**src/rtl/pipe_stage_hs_pkg.sv**
```systemverilog
// rtl/pipe_stage_hs_pkg.sv - shared constants and stage action type for pipe_stage_hs
package pipe_stage_hs_pkg;

   // Canonical bubble instruction (addi x0, x0, 0)
   localparam logic [31:0] INST_NOP    = 32'h0000_0013;
   localparam int          INST_W      = 32;
   localparam int          DATA_W      = 128;
   localparam int          STALL_CNT_W = 16;

   // What the output register does at the next edge (flush/reset override this)
   typedef enum logic [1:0] {
      ACT_HOLD      = 2'd0,
      ACT_LOAD_IN   = 2'd1,
      ACT_LOAD_SKID = 2'd2,
      ACT_BUBBLE    = 2'd3
   } stage_act_e;

endpackage

```
**src/rtl/pipe_skid_buf.sv**
```systemverilog
// rtl/pipe_skid_buf.sv - 1-entry holding register with valid flag
module pipe_skid_buf #(
   parameter int W = 8
) (
   input  logic         clk,
   input  logic         rst,
   input  logic         clr,
   input  logic         load,
   input  logic [W-1:0] d,
   output logic [W-1:0] q,
   output logic         valid
);

   // Clear wins over load so a flush always empties the entry
   always_ff @(posedge clk) begin
      if (rst) begin
         valid <= 1'b0;
         q     <= '0;
      end else if (clr) begin
         valid <= 1'b0;
      end else if (load) begin
         valid <= 1'b1;
         q     <= d;
      end
   end

endmodule

```
**src/rtl/pipe_stage_hs.sv**
```systemverilog
// rtl/pipe_stage_hs.sv - valid/ready pipeline stage register with flush and stall counter (option: PIPE_SKID_EN)
module pipe_stage_hs
   import pipe_stage_hs_pkg::*;
#(
   parameter int            IW   = INST_W,
   parameter int            DW   = DATA_W,
   parameter logic [IW-1:0] NOP  = IW'(INST_NOP),
   parameter int            CNTW = STALL_CNT_W
) (
   input  logic            clk,
   input  logic            rst,
   input  logic            flush_i,
   input  logic            in_valid_i,
   output logic            in_ready_o,
   input  logic [IW-1:0]   in_inst_i,
   input  logic [DW-1:0]   in_data_i,
   output logic            out_valid_o,
   input  logic            out_ready_i,
   output logic [IW-1:0]   out_inst_o,
   output logic [DW-1:0]   out_data_o,
   output logic [CNTW-1:0] stall_cnt_o
);

   logic       stalled;
   logic       out_free;
   stage_act_e act;

   assign stalled  = out_valid_o & ~out_ready_i;
   assign out_free = ~out_valid_o | out_ready_i;

`ifdef PIPE_SKID_EN
   logic              skid_valid;
   logic [IW+DW-1:0]  skid_q;
   logic              skid_load;
   logic              skid_clr;

   // Ready comes straight from a flop, so out_ready_i never reaches upstream
   assign in_ready_o = ~skid_valid;
   assign skid_load  = stalled & in_valid_i & ~skid_valid & ~flush_i;
   assign skid_clr   = flush_i | (out_free & skid_valid);

   pipe_skid_buf #(.W(IW + DW)) u_skid (
      .clk   (clk),
      .rst   (rst),
      .clr   (skid_clr),
      .load  (skid_load),
      .d     ({in_inst_i, in_data_i}),
      .q     (skid_q),
      .valid (skid_valid)
   );

   // Skid content is older than anything upstream, so it refills the output first
   always_comb begin
      act = ACT_HOLD;
      if (out_free) begin
         if (skid_valid)      act = ACT_LOAD_SKID;
         else if (in_valid_i) act = ACT_LOAD_IN;
         else                 act = ACT_BUBBLE;
      end
   end
`else
   // Accept whenever the output slot is empty or being consumed this cycle
   assign in_ready_o = out_free;

   // Output slot either reloads from upstream, turns into a bubble, or holds
   always_comb begin
      act = ACT_HOLD;
      if (out_free) begin
         if (in_valid_i) act = ACT_LOAD_IN;
         else            act = ACT_BUBBLE;
      end
   end
`endif

   // Output register: reset, then flush, then the selected action; data holds on bubbles
   always_ff @(posedge clk) begin
      if (rst) begin
         out_valid_o <= 1'b0;
         out_inst_o  <= NOP;
         out_data_o  <= '0;
      end else if (flush_i) begin
         out_valid_o <= 1'b0;
         out_inst_o  <= NOP;
      end else begin
         case (act)
            ACT_LOAD_IN: begin
               out_valid_o <= 1'b1;
               out_inst_o  <= in_inst_i;
               out_data_o  <= in_data_i;
            end
`ifdef PIPE_SKID_EN
            ACT_LOAD_SKID: begin
               out_valid_o <= 1'b1;
               {out_inst_o, out_data_o} <= skid_q;
            end
`endif
            ACT_BUBBLE: begin
               out_valid_o <= 1'b0;
               out_inst_o  <= NOP;
            end
            default: ;
         endcase
      end
   end

   // Saturating stall counter; keeps counting across flush, cleared only by reset
   always_ff @(posedge clk) begin
      if (rst) begin
         stall_cnt_o <= '0;
      end else if (stalled && (stall_cnt_o != {CNTW{1'b1}})) begin
         stall_cnt_o <= stall_cnt_o + CNTW'(1);
      end
   end

endmodule

```
**config.mk**
```make
export PLATFORM = sky130hd
export DESIGN_NAME = pipe_stage_hs
export DESIGN_NICKNAME = d
export VERILOG_FILES = /design/src/rtl/pipe_stage_hs_pkg.sv /design/src/rtl/pipe_skid_buf.sv /design/src/rtl/pipe_stage_hs.sv
export SDC_FILE = /design/constraint.sdc
export NUM_CORES = 1
export LEC_CHECK = 0
export CAP_MARGIN = 15
export CORE_MARGIN = 2
export CORE_UTILIZATION = 35
export DETAILED_ROUTE_END_ITERATION = 16
export PLACE_DENSITY = 0.75
export SLEW_MARGIN = 20
export SYNTH_ARGS = -nofsm -noshare
export SYNTH_HDL_FRONTEND = slang
export SYNTH_SLANG_ARGS = --single-unit
```
**constraint.sdc**
```tcl
create_clock -name clk -period 2.2 [get_ports clk]
set_input_delay 0.66 -clock clk [delete_from_list [all_inputs] [get_ports clk]]
set_output_delay 0.66 -clock clk [all_outputs]
set_load 0.01 [all_outputs]
```
==> results by group <==
Synth
  – Gate Count Post-Synth: 802
  – Seq/Total Area, Yosys: 0.5518
  – Syn_area_per_cell: 8.006 um2
  – Top cells by area, synth: dfxtp_1 55%, nand2_1 17%, a21oi_1 13%
  – Post-synthesis async set-or-reset flop share: 0
  – Cell with the most instances after synthesis: nand2_1
  – Top_reg_cell synth: dfxtp_1
  – Ys Warns: 0
  – Top cell type's share of synthesized area: 0.5518
  – Synth cell count leaders: 291 x nand2_1, 177 x dfxtp_1, 168 x a21oi_1
  – Number of flops mapped to enable cells by yosys: 0
  – Distinct cell type count after synthesis: 38
  – Synthesized Nets: 968
  – Synth Register Bits: 177
  – Cell accounting for the most synthesized area: dfxtp_1
  – Netlist Area Pre-Place: 6421 um2

Worst hold path
  – Hold WC Path Type: flip-flop to flip-flop

Timing
  – Period utilization: 0.9675
  – Final hold vios: 0
  – Setup-failing EPs final: 0
  – Min Tclk post-route: 2.128 ns
  – Layout Skew: 0.01249 ns
  – Slew HR: 0.6126
  – Setup WS post-layout: 0.07161 ns
  – Fmax: 469.8 MHz
  – Unrepaired setup endpoints after global routing: false
  – Slew Viols, Final: 0
  – Worst-Margin Slew: 0.5811 ns

Floorplanning
  – Die H: 139.5 um
  – Total die area: 19,450 um2
  – Starting Density: 0.3575
  – Top Ports: 343
  – Die span in x: 139.5 um
  – # rows: 49
  – Core Area: 17,960 um2

Cells and area
  – Layout cells sized above 1: 0.06140
  – ANT cells: 0
  – Layout area overhead: 66.58%
  – Layout net count: 1,293

Setup path
  – Slowest stage cell, crit path: clkdlybuf4s50_1
  – Delay-heaviest family, CP: buffers and inverters
  – Slowest stage delay, CP: 0.59 ns
  – Worst EP arrival: 1.47 ns
  – Crit-path cells: clkdlybuf4s50_1
  – Crit path kind: flip-flop to output port
  – Worst Setup End Kind: output port
  – WP data required: 1.54 ns
  – Crit path buf inv count: 1
  – Crit path max fanout: 6
  – CP Launch Type: flip-flop

Global routing
  – Global-route wire length before repair: 32,790 um
  – Tot GR Track Use: 0.2091
  – GRT met1 Usage: 0.2301
  – Top Usage Layer GRT: met2
  – Grt met3 use: 0.07158
  – GR Util met2: 0.3635
  – Number of global-route vias before repair: 6,473
  – Largest net degree at the start of global routing: 81
  – Total grt overflow: 0
  – Initial antenna violation count: 0

Drt
  – Routed WL: 20,700 um
  – Drt pass-1 iters: 5
  – DR vias: 6,653
  – Starting DRT DRC Count: 355
  – Drt wl/cell: 15.12 um
  – Antenna Nets Post-Route: 0
  – Vias per Instance: 4.860
  – Remaining DRCs: 0

Placement
  – GP Congestion: 0.8254
  – DP Wirelength: 14,800 um
  – Port bufs: 342
  – Pre-CTS WS: -0.3582 ns

Status
  – Outcome: finished, final reports clean

CTS
  – CTS Sinks: 177
  – H-tree levels: 4
  – Post-CTS Repair Setup Buffers: 0
  – CTS Buffer Depth: 2
  – CTS tree: done
  – Root Buffer Master: clkbuf_16
  – Cts hold-fix bufs: 0
  – TritonCTS Buffers: 17
  – Clk_lat worst skew: 0.43 ns
  – Clock transition at the registers of the reported paths: 0.07 ns

Run
  – MaxCap Viol Count: 0

Power and ir drop
  – Total power: 7.393 mW
  – Pwr dens: 691.1 nW/um2
  – Static Leak: 3.835 nW
  – Peak VDD IR: 501.3 uV
[cell usage in the layout, fill, tap and decap left out, drive strengths merged, types with 6 or more instances in the layout]
master,count
clkdlybuf4s50,339
nand2,291
a21oi,168
nor2,10
nand4,8
dfxtp,177
inv,7
clkbuf,18
nand3,31
buf,26
or3,6
o21ai,10
[metrics by stage]
stage | TNS [ns] | std cells | util | hold WS, ns | instance area [um2]
finish | 0 | 1369 | 0.5955 | 0.4491 | 10700
global route | 0 | 1369 | 0.5955 | 0.4678 | 10700
CTS | 0 | 1369 | 0.5953 | 0.4533 | 10690
detailed placement | -31.31 | 1337 | 0.5629 | 0.4440 | 10110
global placement | -28.05 | 1337 | 0.5629 | 0.4365 | 10110
floorplan | 0 | 802 | - | 0.4762 | 6421
[final cells by class]
cell class              count  area [um2]
clock buffers              18       429.2
clock inverters            14       153.9
fillers                  1574        7267
inverters                   3       11.26
multi-input cells         561        2587
flip-flops and latches    177        3547
well taps                 229       286.5
repair buffers            367        3681
[flip-flops by register name, indices dropped and copies added (netlist names)]
register     count
out_data_o     128
stall_cnt_o     16
out_valid_o      1
out_inst_o      32
[cells by family after synthesis]
| logic type | after synthesis | synth area share |
|---|---|---|
| and+or+nand+nor | 370 | 0.2463 |
| adders and majority gates | 1 | 0.001948 |
| AOI/OAI and AO/OA | 189 | 0.1522 |
| xor gates and xnor gates | 1 | 0.001364 |
| DFF | 177 | 0.5518 |
| buffers and inverters | 64 | 0.04637 |
[report_power, final]
part	switching [mW]	total [mW]	internal, mW
Combinational	0.409	0.987	0.577
Clock	1.33	3.01	1.69
Sequential	0.0618	3.39	3.33
Total	1.80	7.39	5.60
[worst reg2reg max path, stage by stage, from the launching register on]
cell and delay (ns):
dfxtp_1 0.40, ha_1 0.26, nand3b_4 0.09, or4_4 0.52
buf_4 0.16, o41ai_1 0.29
[repair_timing]
item / CTS / global route
endpoints found under the setup margin: 1 / 3
gates cloned: 0 / 0
gates resized for setup: 2 / 3
pin swaps: 0 / 0
[metal layers]
metal	vias up	wire (um)
met5	-	0
met4	0	760
met3	51	1625
met2	260	10220
met1	3039	8095
li1	3303	-
[worst paths after layout]
check	startpoint	to	slack, ns	cells past startpoint
worst max-delay path	stall_cnt_o[6]$_SDFFE_PP0P_	stall_cnt_o[6]	0.07	1
worst min-delay path	out_inst_o[3]$_SDFFE_PP0P_	out_inst_o[3]$_SDFFE_PP0P_	0.45	2
worst max register to register	stall_cnt_o[0]$_SDFFE_PP0P_	stall_cnt_o[14]$_SDFFE_PP0P_	0.37	5
worst min register to register	out_inst_o[3]$_SDFFE_PP0P_	out_inst_o[3]$_SDFFE_PP0P_	0.45	2
Note: power is estimated with default switching activity, not from simulation.
